$ cat src/rtl/comp_stream_minmax_pkg.sv
// ----------------------------------------------------------------------------
// comp_pkg
// Shared definitions for the streaming min/max tracker:
//   - state_e       : frame tracker states (IDLE / ACC / HOLD)
//   - MODE_*        : compare-mode encodings used by the mode register
//   - clog2()       : index-width helper, never returns less than 1
// ----------------------------------------------------------------------------
package comp_pkg;

    typedef enum logic [1:0] {
        IDLE = 2'd0,
        ACC  = 2'd1,
        HOLD = 2'd2
    } state_e;

    localparam logic MODE_UNSIGNED = 1'b0;
    localparam logic MODE_SIGNED   = 1'b1;

    // Floor of 1 keeps index buses at least one bit wide for tiny frames.
    function automatic int clog2(input int value);
        int result;
        int remaining;
        result    = 0;
        remaining = value - 1;
        while (remaining > 0) begin
            result++;
            remaining = remaining >> 1;
        end
        if (result < 1) begin
            result = 1;
        end
        return result;
    endfunction

endpackage

$ cat src/rtl/comp_stream_minmax_if.sv
// ----------------------------------------------------------------------------
// comp_stream_minmax_if
// Sample stream (valid/ready) plus held result bus of the min/max tracker.
//   slave  : the tracker (accepts samples, produces results)
//   master : the producer/consumer connected to the tracker
// Signals:
//   in_valid/in_ready/in_data/in_last : sample handshake
//   res_valid/res_ready               : result handshake
//   res_min/res_max                   : frame extremes
//   res_min_idx/res_max_idx           : first-occurrence indices
//   res_count/res_ovf                 : sample count and length overflow
// ----------------------------------------------------------------------------
interface comp_stream_minmax_if
    import comp_pkg::*;
#(
    parameter int WIDTH   = 16,
    parameter int MAX_LEN = 256
);
    localparam int IDXW = clog2(MAX_LEN);

    logic             in_valid;
    logic             in_ready;
    logic [WIDTH-1:0] in_data;
    logic             in_last;

    logic             res_valid;
    logic             res_ready;
    logic [WIDTH-1:0] res_min;
    logic [WIDTH-1:0] res_max;
    logic [IDXW-1:0]  res_min_idx;
    logic [IDXW-1:0]  res_max_idx;
    logic [IDXW:0]    res_count;
    logic             res_ovf;

    modport slave (
        input  in_valid, in_data, in_last, res_ready,
        output in_ready, res_valid, res_min, res_max,
               res_min_idx, res_max_idx, res_count, res_ovf
    );

    modport master (
        output in_valid, in_data, in_last, res_ready,
        input  in_ready, res_valid, res_min, res_max,
               res_min_idx, res_max_idx, res_count, res_ovf
    );

endinterface

$ cat src/rtl/comp_stream_minmax_cell.sv
// ----------------------------------------------------------------------------
// comp_cell
// Combinational magnitude compare of two WIDTH-bit values.
// Ports:
//   a, b       : operands
//   is_signed  : 1 = two's complement, 0 = unsigned
//   lt, gt     : a < b, a > b
// ----------------------------------------------------------------------------
module comp_cell #(
    parameter int WIDTH = 16
) (
    input  logic [WIDTH-1:0] a,
    input  logic [WIDTH-1:0] b,
    input  logic             is_signed,
    output logic             lt,
    output logic             gt
);

    logic [WIDTH-1:0] aAdj;
    logic [WIDTH-1:0] bAdj;

    // Flipping the sign bit maps two's complement order onto unsigned order,
    // so one full-range unsigned compare serves both modes.
    assign aAdj = {a[WIDTH-1] ^ is_signed, a[WIDTH-2:0]};
    assign bAdj = {b[WIDTH-1] ^ is_signed, b[WIDTH-2:0]};

    assign lt = (aAdj < bAdj);
    assign gt = (aAdj > bAdj);

endmodule

$ cat src/rtl/comp_stream_minmax.sv
// ----------------------------------------------------------------------------
// comp_stream_minmax
// Streaming min/max tracker. Accepts a frame of samples, tracks the running
// minimum/maximum with first-occurrence indices, and presents the frame
// result on a held result bus until it is consumed.
// Ports:
//   clk, rst     : clock, asynchronous active-high reset
//   clear        : synchronous abort of partial frame and pending result
//   mode_sel     : 0 = SIGNED_DEF mode, 1 = mode_signed
//   mode_signed  : per-frame compare mode, latched with the first sample
//   bus          : sample stream and result bus (slave side)
// ----------------------------------------------------------------------------
module comp_stream_minmax
    import comp_pkg::*;
#(
    parameter int WIDTH      = 16,
    parameter int MAX_LEN    = 256,
    parameter bit SIGNED_DEF = 1'b1
) (
    input  logic                 clk,
    input  logic                 rst,
    input  logic                 clear,
    input  logic                 mode_sel,
    input  logic                 mode_signed,
    comp_stream_minmax_if.slave  bus
);

    localparam int IDXW = clog2(MAX_LEN);
    localparam int CNTW = IDXW + 1;
    localparam logic [CNTW-1:0] COUNT_MAX = CNTW'(MAX_LEN);
    localparam logic [IDXW-1:0] IDX_LAST  = IDXW'(MAX_LEN - 1);

    state_e           state_q;
    logic             mode_q;
    logic [WIDTH-1:0] min_q, max_q;
    logic [IDXW-1:0]  minIdx_q, maxIdx_q;
    logic [CNTW-1:0]  count_q;
    logic             ovf_q;

    logic             resValid_q;
    logic [WIDTH-1:0] resMin_q, resMax_q;
    logic [IDXW-1:0]  resMinIdx_q, resMaxIdx_q;
    logic [CNTW-1:0]  resCount_q;
    logic             resOvf_q;

    logic [WIDTH-1:0] min_d, max_d;
    logic [IDXW-1:0]  minIdx_d, maxIdx_d;
    logic [CNTW-1:0]  count_d;
    logic             ovf_d;

    logic             inReady;
    logic             accept;
    logic             effMode;
    logic             cmpSigned;
    logic             atLimit;
    logic [IDXW-1:0]  position;
    logic             newMin, newMax;
    logic             unusedMinGt, unusedMaxLt;

    assign inReady   = ~rst & (state_q != HOLD) & ~clear;
    assign accept    = bus.in_valid & inReady;
    assign effMode   = mode_sel ? mode_signed : SIGNED_DEF;
    // The first sample of a frame compares under the mode it is latching.
    assign cmpSigned = (state_q == IDLE) ? effMode : mode_q;

    // Once the frame is full, later extremes are pinned to the last index.
    assign atLimit  = (count_q == COUNT_MAX);
    assign position = atLimit ? IDX_LAST : count_q[IDXW-1:0];

    comp_cell #(.WIDTH(WIDTH)) minCell (
        .a         (bus.in_data),
        .b         (min_q),
        .is_signed (cmpSigned),
        .lt        (newMin),
        .gt        (unusedMinGt)
    );

    comp_cell #(.WIDTH(WIDTH)) maxCell (
        .a         (bus.in_data),
        .b         (max_q),
        .is_signed (cmpSigned),
        .lt        (unusedMaxLt),
        .gt        (newMax)
    );

    // Accumulator values including the sample currently on the bus.
    always_comb begin
        min_d    = min_q;
        max_d    = max_q;
        minIdx_d = minIdx_q;
        maxIdx_d = maxIdx_q;
        count_d  = count_q;
        ovf_d    = ovf_q;
        if (state_q == IDLE) begin
            min_d    = bus.in_data;
            max_d    = bus.in_data;
            minIdx_d = '0;
            maxIdx_d = '0;
            count_d  = CNTW'(1);
            ovf_d    = 1'b0;
        end else begin
            if (newMin) begin
                min_d    = bus.in_data;
                minIdx_d = position;
            end
            if (newMax) begin
                max_d    = bus.in_data;
                maxIdx_d = position;
            end
            count_d = atLimit ? count_q : count_q + CNTW'(1);
            ovf_d   = ovf_q | atLimit;
        end
    end

    // Frame FSM; result registers load in the same edge as the last sample.
    always_ff @(posedge clk or posedge rst) begin
        if (rst) begin
            state_q     <= IDLE;
            mode_q      <= SIGNED_DEF;
            min_q       <= '0;
            max_q       <= '0;
            minIdx_q    <= '0;
            maxIdx_q    <= '0;
            count_q     <= '0;
            ovf_q       <= 1'b0;
            resValid_q  <= 1'b0;
            resMin_q    <= '0;
            resMax_q    <= '0;
            resMinIdx_q <= '0;
            resMaxIdx_q <= '0;
            resCount_q  <= '0;
            resOvf_q    <= 1'b0;
        end else if (clear) begin
            state_q    <= IDLE;
            resValid_q <= 1'b0;
            min_q      <= '0;
            max_q      <= '0;
            minIdx_q   <= '0;
            maxIdx_q   <= '0;
            count_q    <= '0;
            ovf_q      <= 1'b0;
        end else begin
            case (state_q)
                IDLE, ACC: begin
                    if (accept) begin
                        min_q    <= min_d;
                        max_q    <= max_d;
                        minIdx_q <= minIdx_d;
                        maxIdx_q <= maxIdx_d;
                        count_q  <= count_d;
                        ovf_q    <= ovf_d;
                        if (state_q == IDLE) begin
                            mode_q <= effMode;
                        end
                        if (bus.in_last) begin
                            state_q     <= HOLD;
                            resValid_q  <= 1'b1;
                            resMin_q    <= min_d;
                            resMax_q    <= max_d;
                            resMinIdx_q <= minIdx_d;
                            resMaxIdx_q <= maxIdx_d;
                            resCount_q  <= count_d;
                            resOvf_q    <= ovf_d;
                        end else begin
                            state_q <= ACC;
                        end
                    end
                end
                HOLD: begin
                    if (bus.res_ready) begin
                        state_q    <= IDLE;
                        resValid_q <= 1'b0;
                    end
                end
                default: begin
                    state_q <= IDLE;
                end
            endcase
        end
    end

    assign bus.in_ready    = inReady;
    assign bus.res_valid   = resValid_q;
    assign bus.res_min     = resMin_q;
    assign bus.res_max     = resMax_q;
    assign bus.res_min_idx = resMinIdx_q;
    assign bus.res_max_idx = resMaxIdx_q;
    assign bus.res_count   = resCount_q;
    assign bus.res_ovf     = resOvf_q;

endmodule

$ cat src/flat_wrapper.sv
// flat-port wrapper written by rule: the top's interface ports become plain ports
module comp_stream_minmax_flat import comp_pkg::*;
#(
    parameter int WIDTH      = 16,
    parameter int MAX_LEN    = 256,
    parameter bit SIGNED_DEF = 1'b1
)
  (clk, rst, clear, mode_sel, mode_signed, bus_in_valid, bus_in_data, bus_in_last, bus_res_ready, bus_in_ready, bus_res_valid, bus_res_min, bus_res_max, bus_res_min_idx, bus_res_max_idx, bus_res_count, bus_res_ovf);
  comp_stream_minmax_if #(.WIDTH(WIDTH), .MAX_LEN(MAX_LEN)) bus_i ();
  input  logic clk;
  input  logic rst;
  input  logic clear;
  input  logic mode_sel;
  input  logic mode_signed;
  input wire logic [$bits(bus_i.in_valid)-1:0] bus_in_valid;
  input wire logic [$bits(bus_i.in_data)-1:0] bus_in_data;
  input wire logic [$bits(bus_i.in_last)-1:0] bus_in_last;
  input wire logic [$bits(bus_i.res_ready)-1:0] bus_res_ready;
  output wire logic [$bits(bus_i.in_ready)-1:0] bus_in_ready;
  output wire logic [$bits(bus_i.res_valid)-1:0] bus_res_valid;
  output wire logic [$bits(bus_i.res_min)-1:0] bus_res_min;
  output wire logic [$bits(bus_i.res_max)-1:0] bus_res_max;
  output wire logic [$bits(bus_i.res_min_idx)-1:0] bus_res_min_idx;
  output wire logic [$bits(bus_i.res_max_idx)-1:0] bus_res_max_idx;
  output wire logic [$bits(bus_i.res_count)-1:0] bus_res_count;
  output wire logic [$bits(bus_i.res_ovf)-1:0] bus_res_ovf;
  assign bus_i.in_valid = bus_in_valid;
  assign bus_i.in_data = bus_in_data;
  assign bus_i.in_last = bus_in_last;
  assign bus_i.res_ready = bus_res_ready;
  assign bus_in_ready = bus_i.in_ready;
  assign bus_res_valid = bus_i.res_valid;
  assign bus_res_min = bus_i.res_min;
  assign bus_res_max = bus_i.res_max;
  assign bus_res_min_idx = bus_i.res_min_idx;
  assign bus_res_max_idx = bus_i.res_max_idx;
  assign bus_res_count = bus_i.res_count;
  assign bus_res_ovf = bus_i.res_ovf;
  comp_stream_minmax #(.WIDTH(WIDTH), .MAX_LEN(MAX_LEN), .SIGNED_DEF(SIGNED_DEF)) u_core (.clk(clk), .rst(rst), .clear(clear), .mode_sel(mode_sel), .mode_signed(mode_signed), .bus(bus_i));
endmodule
$ cat config.mk
export PLATFORM = sky130hd
export DESIGN_NAME = comp_stream_minmax_flat
export DESIGN_NICKNAME = d
export VERILOG_FILES = /design/src/rtl/comp_stream_minmax_pkg.sv /design/src/rtl/comp_stream_minmax_if.sv /design/src/rtl/comp_stream_minmax_cell.sv /design/src/rtl/comp_stream_minmax.sv /design/src/flat_wrapper.sv
export SDC_FILE = /design/constraint.sdc
export NUM_CORES = 1
export LEC_CHECK = 0
export CORE_MARGIN = 5
export CORE_UTILIZATION = 55
export DETAILED_ROUTE_END_ITERATION = 6
export PLACE_DENSITY = 0.86
export SLEW_MARGIN = 20
export SYNTH_ARGS = -nofsm -noshare
export SYNTH_HDL_FRONTEND = slang
export SYNTH_SLANG_ARGS = --single-unit
$ cat constraint.sdc
create_clock -name clk -period 6.44 [get_ports clk]
set_input_delay 0.644 -clock clk [delete_from_list [all_inputs] [get_ports clk]]
set_output_delay 0.644 -clock clk [all_outputs]
set_load 0.05 [all_outputs]
# Yosys cells after proc, flatten, opt, wreduce, memory -nomap -nowiden
# Cells that the tools add are included.
[classes]
addsub = 1
n_mul = 0
n_div = 0
magnitude_cmp = 2
n_eq_ne = 7
n_shift = 0
n_mux = 42
bitwise_logic = 9
n_reduce_logical = 10
[op_table]
columns = ["operator", "n"]
rows = [
  ["16-bit 2-to-1 mux", 10],
  ["8-bit 2-to-1 mux", 11],
  ["9-bit 2-to-1 mux", 5],
  ["16-bit > comparator", 1],
  ["16-bit less-than comparator", 1],
  ["1-bit 2-to-1 mux", 10],
  ["9-bit by 1-bit adder with 9-bit output (second input constant)", 1],
  ["9-bit equality test (second input constant)", 1],
  ["2-bit 2-to-1 mux", 4],
  ["4-bit AND reduction", 2],
  ["3-bit != test (second input constant)", 2],
  ["2-bit one-hot mux with 2 select lines", 1],
  ["2-bit AND reduction", 2],
  ["2-bit nonzero test", 2],
  ["1-bit bitwise AND", 3],
  ["3-bit by 2-bit != test with 1-bit output (second input constant)", 1],
  ["3-bit AND reduction", 1],
  ["3-bit nonzero test", 1],
  ["1-bit XOR", 3],
  ["2-bit by 1-bit equality test with 1-bit output (second input constant)", 1],
  ["2-bit equality test (second input constant)", 1],
  ["2-bit logical NOT", 1],
  ["2-bit != test (second input constant)", 1],
  ["1-bit inverter", 2],
  ["3 further kinds", 3],
]
[totals]
regBits = 120
latchBits = 0
mem_bits_rw = 0
romBits = 0
in_bits = 24
output_inout_bits = 60
wordCells = 86
n_memories = 0

# Longest topological paths before layout
# Gate-level depths: netlist of the first run.
[logic_depth]
depth_word = 9
ltp_mapped = 10
ltp_nobuf = 9

# Hierarchy
# Synthesis of the first run repeated with hierarchy kept, for this count alone.
[hier_totals]
hier_cells = 645
area_unflattened_um2 = 6488.7
[by_module_without_submodules]
columns = ["mod", "n_inst", "cells_each", "area_each_um2", "seq_area_each_um2"]
rows = [
  ["comp_stream_minmax", 1, 523, 5600.4, 3004.1],
  ["comp_cell", 2, 61, 444.2, 0.0],
]

# Least setup slack after synthesis of the first run
# OpenSTA, ideal clock, no wires.
[synth_timing]
path_kind = "input -> register"
startpoint = "input port bus_in_data[6]"
endpoint = "register u_core.max_q[0]"
setup_time_ns = 0.129
arrival_ns = 2.581
t_required_ns = 6.311
slack_ns = 3.730
stages = 9
path_buffers = 2
path_cell_list = "ha_1 -> and3_1 -> o311a_1 -> o21a_1 -> o31ai_4 -> nand2b_1 -> buf_4 -> buf_6 -> o221ai_2"
[synth_between]
elab_chain_cells = 6
[synth_lines]
columns = ["item", "line", "source"]
rows = [
  ["start, declared", "flat_wrapper.sv:16", "input wire logic [$bits(bus_i.in_data)-1:0] bus_in_data;"],
  ["16-bit > comparator", "comp_stream_minmax_cell.sv:28", "assign gt = (aAdj > bAdj);"],
  ["16-bit 2-to-1 mux", "comp_stream_minmax.sv:106", "if (newMax) begin"],
  ["16-bit 2-to-1 mux", "comp_stream_minmax.sv:94", "if (state_q == IDLE) begin"],
  ["16-bit 2-to-1 mux", "comp_stream_minmax.sv:145", "if (accept) begin"],
  ["16-bit 2-to-1 mux", "comp_stream_minmax.sv:143", "case (state_q)"],
  ["16-bit 2-to-1 mux", "comp_stream_minmax.sv:133", "end else if (clear) begin"],
  ["end signal, assigned", "comp_stream_minmax.sv:147", "max_q <= max_d;"],
  ["end, declared", "comp_stream_minmax.sv:35", "logic [WIDTH-1:0] min_q, max_q;"],
]
# No other way between the ends. The select of a mux whose other input is x is not followed.
# A chain may end at the register's enable or synchronous reset.

# Final worst setup path of the first run
[layout_timing]
startpoint = "input port bus_in_data[6]"
endpoint = "register u_core.max_q[11]"
# The elaborated chain is that of the path after synthesis.

==> results.json, run 1 <==
{
  "fin_crit_sh_pct": 61.9,
  "hp-class": "reg -> reg",
  "rows": 40,
  "grt_pass1_wl_um": 32200,
  "die_w_um": 122,
  "nets": 862,
  "yosysWarnings": 0,
  "intPower_uw": 1640,
  "hold_viol": 0,
  "area_growth_pct": 21.4,
  "drtPass1Iterations": 6,
  "start_kind": "input port",
  "overflow": 0,
  "cp_max_fo": 17,
  "io_pins": 84,
  "rsz0062_at_grt": "false",
  "tns_ps": 0,
  "crit_arrival_ps": 4230,
  "cp_top_family": "compound AO/OA/AOI/OAI gates",
  "gp_congestion": 0.848,
  "die_y_um": 122,
  "vias": 6396,
  "outcome": "completed",
  "grt_max_degree": 84,
  "worstSetupEndpointType": "flop",
  "cts_resized": 0,
  "critPathBufInv": 1,
  "drt_iter0_drc": 845,
  "ir_drop_mv": 0.168,
  "worst_pin_slew_ps": 1100,
  "final_common_cell": "dfrtp_1",
  "p_sw_uw": 776,
  "clkPwrFrac_pct": 40.4,
  "dieArea_um2": 14800,
  "clkLatencyLatePin_ps": 420,
  "fillers": 862,
  "synth-edff-count": 0,
  "ctsHoldBuffers": 0,
  "cts_buffer_depth": 2,
  "placement.io_buffers": 83,
  "routed_wl_um": 19500,
  "powerDensity_nw_per_um2": 289,
  "worst_clock_skew_ps": 9.74,
  "slowest_stage": "o31ai_4",
  "cts_buffers": 17,
  "netlist_area_um2": 6880,
  "synth.largest_area_cell": "dfrtp_1",
  "worstPathRequired_ps": 6690,
  "synth_nets": 810,
  "vias_per_cell": 6.48,
  "cts_max_level": 4,
  "synth_cell_types": 60,
  "track_usage_pct": 27.2,
  "ys_seq_area_share_pct": 43.7,
  "yosysTopAreaCellShare_pct": 43.3,
  "synth_seq_cells": 120,
  "clk_pin_slew_ps": 50,
  "pwr-share-comb_pct": 23.8,
  "p_sw_share_pct": 32.1,
  "slew_headroom_pct": 26.6,
  "post_drt_wl_per_cell_um": 19.7,
  "layout_common_cells": "dfrtp_1, nand2_1, clkdlybuf4s50_1, nor2_1, inv_1",
  "layout-drive-gt1-share_pct": 7.45,
  "antenna_found_initial": 0,
  "first_global_vias": 6481,
  "drt.antenna.violating_nets": 0,
  "design_area_um2": 8350,
  "crit_path_cell_trace": "clkdlybuf4s50_1 -> ha_1 -> and3_1 -> o311a_1 -> o21a_1 -> o31ai_4 -> nand2b_1 -> o221ai_1",
  "synth.area.top_cells": "dfrtp_1, nand2_1, ha_1",
  "start_util_pct": 56.6,
  "drv_cap": 0,
  "syn_inst": 754,
  "slew_violations": 0,
  "diodes": 0,
  "ys.flop_type": "dfrtp_1",
  "numClockSinks": 120,
  "max_freq_mhz": 251,
  "route.detailed.drc": 0,
  "dpl_cell_area_um2": 7750,
  "dp_hpwl_um": 12700,
  "setup_viol": 0,
  "cts_setup_buffers": 0,
  "power_leakage_uw": 0.00342,
  "path_class": "in -> reg",
  "cts-root-buf": "clkbuf_16",
  "slowest_delay_ps": 910,
  "period_needed_ps": 3980,
  "p_seq_share_pct": 35.8,
  "core_area_um2": 12200,
  "async_flop_share_pct": 100,
  "cts_tree": "done",
  "syn_avg_cell_area_um2": 9.13
}
[area by class of cell]
| type | count | area (um2) | share of cell area, % |
|---|---|---|---|
| Tap cell | 168 | 210 | 2.52 |
| Multi-Input combinational cell | 524 | 3430 | 41.1 |
| Timing Repair Buffer | 93 | 918 | 11.0 |
| Clock buffer | 24 | 482 | 5.77 |
| Inverter | 50 | 190 | 2.28 |
| Clock inverter | 8 | 119 | 1.42 |
| Sequential cell | 120 | 3000 | 36.0 |
[routing by layer]
layer	vias to the layer above	wire length [um]	global-route usage, %
met5	-	0	0
met4	0	670	13.2
met3	69	1900	6.73
met2	399	9250	43.3
met1	3067	7660	34.8
li1	2861	-	-
[path summary, 6_finish.rpt]
path | start | to | slack [ps] | depth (start not counted)
min in group asynchronous | rst | u_core.maxIdx_q[6] | 770 | 2
max in group asynchronous | rst | u_core.min_q[7] | 4340 | 3
worst min register to register | u_core.bus.res_count[4] | u_core.bus.res_count[4] | 480 | 2
worst max register to register | u_core.state_q[0] | u_core.max_q[11] | 2710 | 6
worst min-delay path | u_core.bus.res_count[4] | u_core.bus.res_count[4] | 480 | 2
worst max-delay path | bus_in_data[6] | u_core.max_q[11] | 2460 | 8
[worst register-to-register path: stages (launching register included)]
cell,delay (ps)
dfrtp_1,580
buf_4,340
or2_2,510
o31ai_1,210
o31ai_4,910
nand2b_1,800
o221ai_1,220
[power groups by stage]
stage / registers, uW / clock network [uW] / logic [uW]
after floorplan: 1040 / 0 / 208
after global placement: 871 / 0 / 556
after detailed placement: 875 / 0 / 571
after CTS: 863 / 980 / 575
after global routing: 871 / 1020 / 613
final: 864 / 976 / 575
[kinds of logic after synthesis]
logic type / after synthesis / synth area share (%)
muxes: 19 / 2.76
DFF: 120 / 43.7
buffers and inverters: 110 / 6.78
and+or+nand+nor: 276 / 18.9
adders and majority gates: 32 / 5.82
AOI/OAI and AO/OA: 191 / 21.3
xor gates and xnor gates: 6 / 0.764
[cell usage after synthesis (all sizes together) (2+ instances only)]
cell type and number:
xor2 2, o221ai 24, mux2i 19, a31oi 17, nand2 117, nand3 32
buf 21, xnor2 4, nor3b 2, a32o 2, o311ai 22, inv 50
o311a 2, o2111ai 10, or4 11, and2 4, o21ai 23, a211oi 2
o211a 2, o21bai 2, nand2b 6, or3 2, a21oi 33, a221o 5
nand4 20, a2111oi 2, nor3 4, a21o 6, nor4b 3, o211ai 27
or2 4, and3 10, nor2b 2, clkbuf 39, o21a 2, o31ai 5
ha 32, a22o 2, nor2 57, dfrtp 119
[metrics by stage]
| step | cells | utilization, % | power [uW] | hold slack [ps] | worst slack (ps) |
|---|---|---|---|---|---|
| 2_1_floorplan | 754 | - | 1250 | 454 | 2610 |
| 3_3_place_gp | 954 | 63.6 | 1430 | 465 | 2240 |
| 3_5_place_dp | 955 | 63.8 | 1450 | 473 | 2060 |
| 4_1_cts | 987 | 68.7 | 2420 | 483 | 2480 |
| 5_1_grt | 987 | 68.7 | 2500 | 516 | 2230 |
| 6_report | 987 | 68.7 | 2410 | 477 | 2460 |
[registers in the layout (all words and copies together) (netlist names), 2 cells and up]
signal	cells
u_core.min_q	16
u_core.bus.res_max	16
u_core.minIdx_q	8
u_core.count_q	9
u_core.state_q	2
u_core.bus.res_min_idx	8
u_core.bus.res_count	9
u_core.max_q	16
u_core.bus.res_max_idx	8
u_core.bus.res_min	16
u_core.maxIdx_q	8
Power figures use the tool's default switching activity.
==> run 2, diff against run 1 <==
Settings changed: CORE_UTILIZATION 55 to 51, PLACE_DENSITY 0.86 to 0.84.
Clock period 6.44 ns to 3.3 ns, I/O delays scaled along.
==> run 2 against run 1 <==
  * Wire length fell by 0.58%
  * Via count down 0.50%
  * Sequential share of layout area fell by 0.80 points
  * Critical path depth up 1
  * Count of clock-buffer cells in the layout fell by 5
  * Largest cell class unchanged
  * Combinational power grew 98%
==> results.json, run 2 (synthesized netlist as in run 1, its figures left out) <==
{
  "layout_common_cells": "dfrtp_1, nand2_1, clkdlybuf4s50_1, nor2_1, inv_1",
  "worst_clock_skew_ps": 8.19,
  "pre_cts_ws_ps": 190,
  "max_freq_mhz": 363,
  "hp-class": "in -> async",
  "rrSetupSlack_ps": 550,
  "tns_ps": 0,
  "rr_startpoint": "u_core.min_q[7]",
  "die_y_um": 126,
  "routed_wl_um": 19400,
  "final_common_cell": "dfrtp_1",
  "dieArea_um2": 15900,
  "start_util_pct": 52.0,
  "route.detailed.drc": 0,
  "io_pins": 84,
  "drt.antenna.violating_nets": 0,
  "nets": 885,
  "cts_setup_buffers": 0,
  "dp_hpwl_um": 12800,
  "cts_resized": 0,
  "drt_iter0_drc": 808,
  "core_area_um2": 13200,
  "fillers": 1060,
  "rsz0062_at_grt": "false",
  "vias_per_cell": 6.25,
  "crit_arrival_ps": 3040,
  "grt_pass1_wl_um": 31500,
  "die_w_um": 126,
  "fin_crit_sh_pct": 83.4,
  "gp_congestion": 0.884,
  "vias": 6364,
  "cts-root-buf": "clkbuf_16",
  "cts_tree": "done",
  "drtPass1Iterations": 4,
  "clk_pin_slew_ps": 60,
  "layout-drive-gt1-share_pct": 10.5,
  "setup_ws_ps": 547,
  "first_global_vias": 6175,
  "crit_end": "u_core.min_q[1]",
  "post_drt_wl_per_cell_um": 19.0,
  "slew_headroom_pct": 41.3,
  "numClockSinks": 120,
  "worstSetupEndpointType": "flop",
  "diodes": 0,
  "drv_cap": 0,
  "path_class": "reg -> reg",
  "start_kind": "flop",
  "crit_path_start": "u_core.min_q[7]",
  "hold_viol": 0,
  "outcome": "completed",
  "cts_buffer_depth": 2,
  "fin_cells": 1018,
  "cp_max_fo": 12,
  "overflow": 0,
  "worst_pin_slew_ps": 877,
  "ctsHoldBuffers": 0,
  "clkLatencyLatePin_ps": 430,
  "area_growth_pct": 24.2,
  "track_usage_pct": 24.5,
  "cts_max_level": 4,
  "antenna_found_initial": 0,
  "power_leakage_uw": 0.00351,
  "period_needed_ps": 2750,
  "placement.io_buffers": 83,
  "rows": 42,
  "cts_buffers": 17,
  "reg2reg_depth": 9,
  "powerDensity_nw_per_um2": 546,
  "post-place-cells": 986,
  "setup_viol": 0,
  "worstPathRequired_ps": 3590,
  "ir_drop_mv": 0.366,
  "slew_violations": 0,
  "grt_max_degree": 83,
  "r2r_end": "u_core.min_q[1]"
}
run 2: changes by cell type in the layout (fill, tap and decap cells not counted), sizes merged:
cell      before  now
clkinvlp       0    5
clkinv         5    7
inv           50   49
bufinv         3    2
clkbuf        24   19
buf           10   33
run 2: metrics by stage:
step	hold WS [ps]	area, um2	power, uW	utilization, %
after detailed placement	476	7960	2840	60.1
after CTS	488	8540	4670	64.5
after global placement	463	7960	2820	60.1
after floorplan	440	6890	2450	-
final	461	8540	4660	64.5
after global routing	522	8540	4830	64.5
run 2: where the power goes:
group,leakage (uW),total [uW],internal [uW],switching (uW)
sequential,0.00157,1680,1600,85.3
combinational,0.00167,1140,377,765
clock,0.000280,1840,1140,697
run 2: layout make-up:
cell class / count / area (um2) / share of cell area, %
clock buffers: 19 / 453 / 5.30
clock inverters: 13 / 129 / 1.51
inverters: 50 / 191 / 2.24
multi-input cells: 524 / 3430 / 40.2
flip-flops and latches: 120 / 3000 / 35.2
well taps: 176 / 220 / 2.58
repair buffers: 116 / 1120 / 13.1
run 2: per-layer routing:
metal	vias up	global-route usage, %	part of all wire [%]
met2	324	36.9	46
met3	45	6.39	9.0
met5	-	0	0
li1	2905	-	-
met4	0	10.7	2.8
met1	3090	33.3	42
run 2: worst min-delay path by stage:
stage	startpoint	to	depth (start not counted)
5_1_grt	u_core.bus.res_count[1]	u_core.bus.res_count[1]	2
3_5_place_dp	u_core.bus.res_count[1]	u_core.bus.res_count[1]	2
2_1_floorplan	bus_in_last	u_core.state_q[0]	1
4_1_cts	rst	u_core.maxIdx_q[5]	3
6_report	rst	u_core.maxIdx_q[5]	3
3_3_place_gp	u_core.bus.res_count[3]	u_core.bus.res_count[3]	2
run 2: critical path, stage by stage, from the launching register on:
cell	delay (ps)
dfrtp_1	380
inv_1	70
ha_1	290
a21oi_1	220
o211a_1	180
o21ai_0	140
a32o_1	270
nor2_1	670
buf_4	290
o311ai_1	100
==> run 3, diff against run 2 <==
Clock period 3.3 ns to 2.45 ns, I/O delays scaled along.
==> run 3 against run 2 <==
  * The flow now finishes with violations (setup timing)
  * Clock skew grew 3.6 ps
  * Fmax is 8.3% higher
  * Clock power increased by 32%
  * Cell count increased by 6.4%
  * Worst hold slack got worse by 190 ps
  * Non-clock buffer count is 65 higher
  * Sequential share of layout area decreased by 3.1 points
  * Critical path depth fell by 1
  * Power grew 40%
  * Flip-flop and latch count is the same
  * Die area stayed put
  * Final area grew 9.8%
  * Critical endpoint is now u_core.bus.res_min_idx[0]
==> results.json, run 3 (synthesized netlist as in run 1, its figures left out) <==
{
  "grt_max_degree": 58,
  "drtPass1Iterations": 6,
  "slew_headroom_pct": 54.5,
  "design_area_um2": 9380,
  "layout-drive-gt1-share_pct": 20.8,
  "placement.io_buffers": 83,
  "power_leakage_uw": 0.00396,
  "diodes": 0,
  "gp_congestion": 0.868,
  "drv_cap": 0,
  "vias_per_cell": 6.69,
  "nets": 950,
  "track_usage_pct": 26.7,
  "period_needed_ps": 2540,
  "overflow": 0,
  "grt_pass1_wl_um": 34500,
  "clk_pin_slew_ps": 50,
  "post_drt_wl_per_cell_um": 22.0,
  "power_uw": 6520,
  "routed_wl_um": 23900,
  "cp_max_fo": 14,
  "slew_violations": 0,
  "fin_crit_sh_pct": 104,
  "worst_clock_skew_ps": 11.8,
  "regArea_um2": 3000,
  "multi_input_area_um2": 3700,
  "post-place-cells": 1036,
  "worstPathRequired_ps": 2740,
  "route.detailed.drc": 0,
  "dp_hpwl_um": 13600,
  "rsz0062_at_grt": "true",
  "pre_cts_ws_ps": -474,
  "die_y_um": 126,
  "outcome": "finished, violations left",
  "powerDensity_nw_per_um2": 695,
  "clkLatencyLatePin_ps": 430,
  "start_kind": "flop",
  "final_common_cell": "dfrtp_1",
  "numClockSinks": 120,
  "cts-root-buf": "clkbuf_16",
  "layout_common_cells": "dfrtp_1, nand2_1, buf_4, clkdlybuf4s50_1, nor2_1",
  "worst_pin_slew_ps": 681,
  "cts_max_level": 4,
  "cts_tree": "done",
  "cts_buffer_depth": 2,
  "ir_drop_mv": 0.493,
  "area_growth_pct": 36.3,
  "drt.antenna.violating_nets": 0,
  "crit_arrival_ps": 2830,
  "dieArea_um2": 15900,
  "antenna_found_initial": 0,
  "drt_iter0_drc": 1161,
  "worstSetupEndpointType": "flop",
  "io_pins": 84,
  "violations": "setup timing",
  "dpl_cell_area_um2": 8370,
  "hold_viol": 0,
  "vias": 7244,
  "start_util_pct": 52.0,
  "setup_ws_ps": -92.7,
  "first_global_vias": 6703,
  "cts_buffers": 17,
  "fin_cells": 1083,
  "rows": 42,
  "setup_viol": 20,
  "path_class": "reg -> reg",
  "die_w_um": 126,
  "fillers": 837,
  "hp-class": "in -> reg",
  "max_freq_mhz": 393,
  "core_area_um2": 13200
}
==> run 3: changes by cell type in the layout (fill, tap and decap cells not counted), moves of 4 or more <==
cell	before	now
buf_12	3	8
buf_4	30	81
buf_6	0	8
clkbuf_1	0	5
ha_1	32	28
ha_4	0	4
o311ai_0	12	0
o311ai_1	10	6
o311ai_2	0	15
==> run 3: power by group <==
group / internal, uW / switching (uW)
Combinational: 654 / 1160
Sequential: 2150 / 126
Clock: 1510 / 915
==> run 3: area by class of cell <==
type                            instances  share of cell area (%)
Multi-Input combinational cell        524                    39.5
Sequential cell                       120                    32.0
Timing Repair Buffer                  181                    18.2
Clock buffer                           23                    4.88
Tap cell                              176                    2.35
Inverter                               50                    2.04
Clock inverter                          9                    1.07
==> run 3: worst paths after layout <==
kind                                    startpoint                   endpoint  slack [ps]  cells past startpoint
hold reg to reg            u_core.bus.res_count[6]    u_core.bus.res_count[6]         490                      2
setup reg to reg                   u_core.min_q[1]  u_core.bus.res_min_idx[0]         -90                      8
max in group asynchronous                      rst              u_core.mode_q        1510                      3
min in group asynchronous                      rst       u_core.bus.res_valid         350                      2
hold / removal                      bus_in_data[5]      u_core.bus.res_min[5]         270                      3
setup / recovery                   u_core.min_q[1]  u_core.bus.res_min_idx[0]         -90                      8
==> run 3: critical path, cell delays in order (launching register included) <==
cell      delay, ps
dfrtp_1         380
inv_1            90
ha_1            290
a211oi_2        360
o21ai_1         180
a32o_2          280
buf_6           150
or2_4           320
a221o_1         370
==> run 3: what timing repair did <==
action,4_1_cts,5_1_grt
setup buffers,3,11
gates cloned,0,1
hold buffers,0,0
setup endpoints to repair,47,85
hold endpoints to repair,0,0
pin swaps,3,17
gates resized for setup,12,58
==> run 3: layer usage <==
layer	track usage (%)	vias up	wire length [um]
li1	-	3031	-
met1	35.9	3483	8990
met2	41.9	584	11200
met3	5.80	146	2610
met4	11.1	0	1090
met5	0	-	0
==> run 3: metrics by stage <==
| step | TNS, ps | utilization (%) | hold slack, ps |
|---|---|---|---|
| after floorplan | 0 | - | 355 |
| after global placement | -25550 | 63.2 | 462 |
| after detailed placement | -33270 | 63.2 | 482 |
| after CTS | 0 | 68.0 | 351 |
| after global routing | -3060 | 70.9 | 308 |
| final | -730 | 70.9 | 275 |
==> patch (flow settings as in run 3) <==
`SIGNED_DEF` is set to 1'b1 in 2 places; all go to 1'b0.
--- a/src/rtl/comp_stream_minmax.sv
+++ b/src/rtl/comp_stream_minmax.sv
@@ -15,7 +15,7 @@
 #(
     parameter int WIDTH      = 16,
     parameter int MAX_LEN    = 256,
-    parameter bit SIGNED_DEF = 1'b1
+    parameter bit SIGNED_DEF = 1'b0
 ) (
     input  logic                 clk,
     input  logic                 rst,
--- a/src/flat_wrapper.sv
+++ b/src/flat_wrapper.sv
@@ -3,7 +3,7 @@
 #(
     parameter int WIDTH      = 16,
     parameter int MAX_LEN    = 256,
-    parameter bit SIGNED_DEF = 1'b1
+    parameter bit SIGNED_DEF = 1'b0
 )
   (clk, rst, clear, mode_sel, mode_signed, bus_in_valid, bus_in_data, bus_in_last, bus_res_ready, bus_in_ready, bus_res_valid, bus_res_min, bus_res_max, bus_res_min_idx, bus_res_max_idx, bus_res_count, bus_res_ovf);
   comp_stream_minmax_if #(.WIDTH(WIDTH), .MAX_LEN(MAX_LEN)) bus_i ();
Behaviour: not the same (a bounded check fails within 4 cycles, from zero or initial values and one cycle with rst high).
==> patch against run 3 <==
Via count decreased by 27%. Synthesized area shrank 11%. Power down 7.8%. Routed wire length fell by 28%. Design area fell by 15%. Sequential share of layout area increased by 5.7 points. Fmax grew 7.2%. Setup slack improved by 0.17 ns. Clock skew is 0.0050 ns lower. Sequential cell count stayed put. Critical path type is now input pin to flip-flop. Critical endpoint is now u_core.maxIdx_q[4]. Highest routed layer unchanged.
==> patch: results (changes against run 3) <==
dr.first_iter.drc_count: 521  # -55%
worst_pin_slew_ns: 0.764  # +0.0834 ns
nFillCells: 917  # +9.6%
first_global_vias: 5515  # -18%
seq_area_frac_synth_pct: 49.1  # +5.4 points
postSynthCellCount: 626  # -17%
gp_congestion: 0.886  # +2.1%
synth_compound_area_share_pct: 21.8  # +0.43 points
cp_max_fo: 8  # -6
drive_gt1_share_pct: 13.0  # -7.8 points
holdCritPathClass: "input pin to asynchronous set/reset pin"
synth_xor_area_share_pct: 1.00  # +0.24 points
placed_cell_area_sq_um: 7390  # -12%
dpl.hpwl_microns: 11800  # -13%
finalNetCount: 794  # -16%
clkTransAtPathRegs_ns: 0.06
dp.cells: 864  # -17%
fin_worst_skew_ns: 0.00679  # -0.00498 ns
post-place-ws_ns: -0.380  # +0.0941 ns
dr.pass1.iters: 5  # -1
synth.area.top_cells: "dfrtp_1, ha_1, nand2_1"
synthMuxAreaShare_pct: 2.94  # +0.18 points
status: "complete, no violations"
clk_latency_ns: 0.41  # -0.02 ns
vias: 5310  # -27%
p_leak_nw: 3.53  # -11%
synth_common_cells: "dfrtp_1, nand2_1, o21ai_0"
grt_first_pass_wirelength_microns: 28400  # -18%
wire_per_inst_microns: 19.0  # -14%
vdd_ir_drop_max_v: 0.000395  # -20%
yosysUniqueCellTypes: 50  # -17%
grt_usage_pct: 24.7  # -2.0 points
grt_max_degree: 88  # +52%
syn-num-nets: 682  # -16%
finalWirelength_microns: 17100  # -28%
worstPathArrival_ns: 2.70  # -0.13 ns
synthAdderAreaFrac_pct: 6.54  # +0.72 points
[patch: worst paths after layout]
kind | startpoint | to | slack [ns] | cells past startpoint
setup / recovery | bus_in_data[10] | u_core.maxIdx_q[4] | 0.08 | 10
hold / removal | rst | u_core.state_q[0] | 0.37 | 3
setup reg to reg | u_core.min_q[5] | u_core.min_q[11] | 0.09 | 10
hold reg to reg | u_core.bus.res_min_idx[5] | u_core.bus.res_min_idx[5] | 0.48 | 2
max in group asynchronous | rst | u_core.bus.res_min[7] | 1.67 | 3
min in group clk | u_core.bus.res_min_idx[5] | u_core.bus.res_min_idx[5] | 0.48 | 2
[patch: area by class of cell]
class / instances / area (sq um) / area share, %
flip-flops and latches: 120 / 3000 / 37.7
multi-input cells: 428 / 2790 / 35.0
well taps: 147 / 184 / 2.31
inverters: 35 / 135 / 1.70
clock buffers: 20 / 467 / 5.86
repair buffers: 136 / 1320 / 16.5
clock inverters: 12 / 77.6 / 0.973
[patch: what timing repair did]
action | in CTS | in global routing
hold buffers | 0 | 0
hold endpoints to repair | 0 | 0
setup buffers | 0 | 2
endpoints found under the setup margin | 0 | 77
resized for setup | 0 | 15
[patch: routing by layer]
metal  GRT usage, %  vias up  share of wire (%)
met5              0        -                  0
met4           8.88        0                2.2
met3           5.89       38                6.6
met2           36.7      219                 46
met1           35.5     2582                 45
li1               -     2471                  -
[patch: critical path: stages]
cell and delay, ns:
clkdlybuf4s50_1 0.65, ha_1 0.29, nand2_1 0.09, nor2_1 0.06, and4b_1 0.19, a2111o_1 0.42, o21a_4 0.25, o21ai_4 0.16
buf_4 0.21, o2bb2ai_1 0.13
[patch: where the power goes]
part           switching [mW]  internal [mW]  leakage (nW)
clock network           0.906           1.36         0.252
logic                   0.958          0.533          1.69
registers               0.112           2.15          1.59
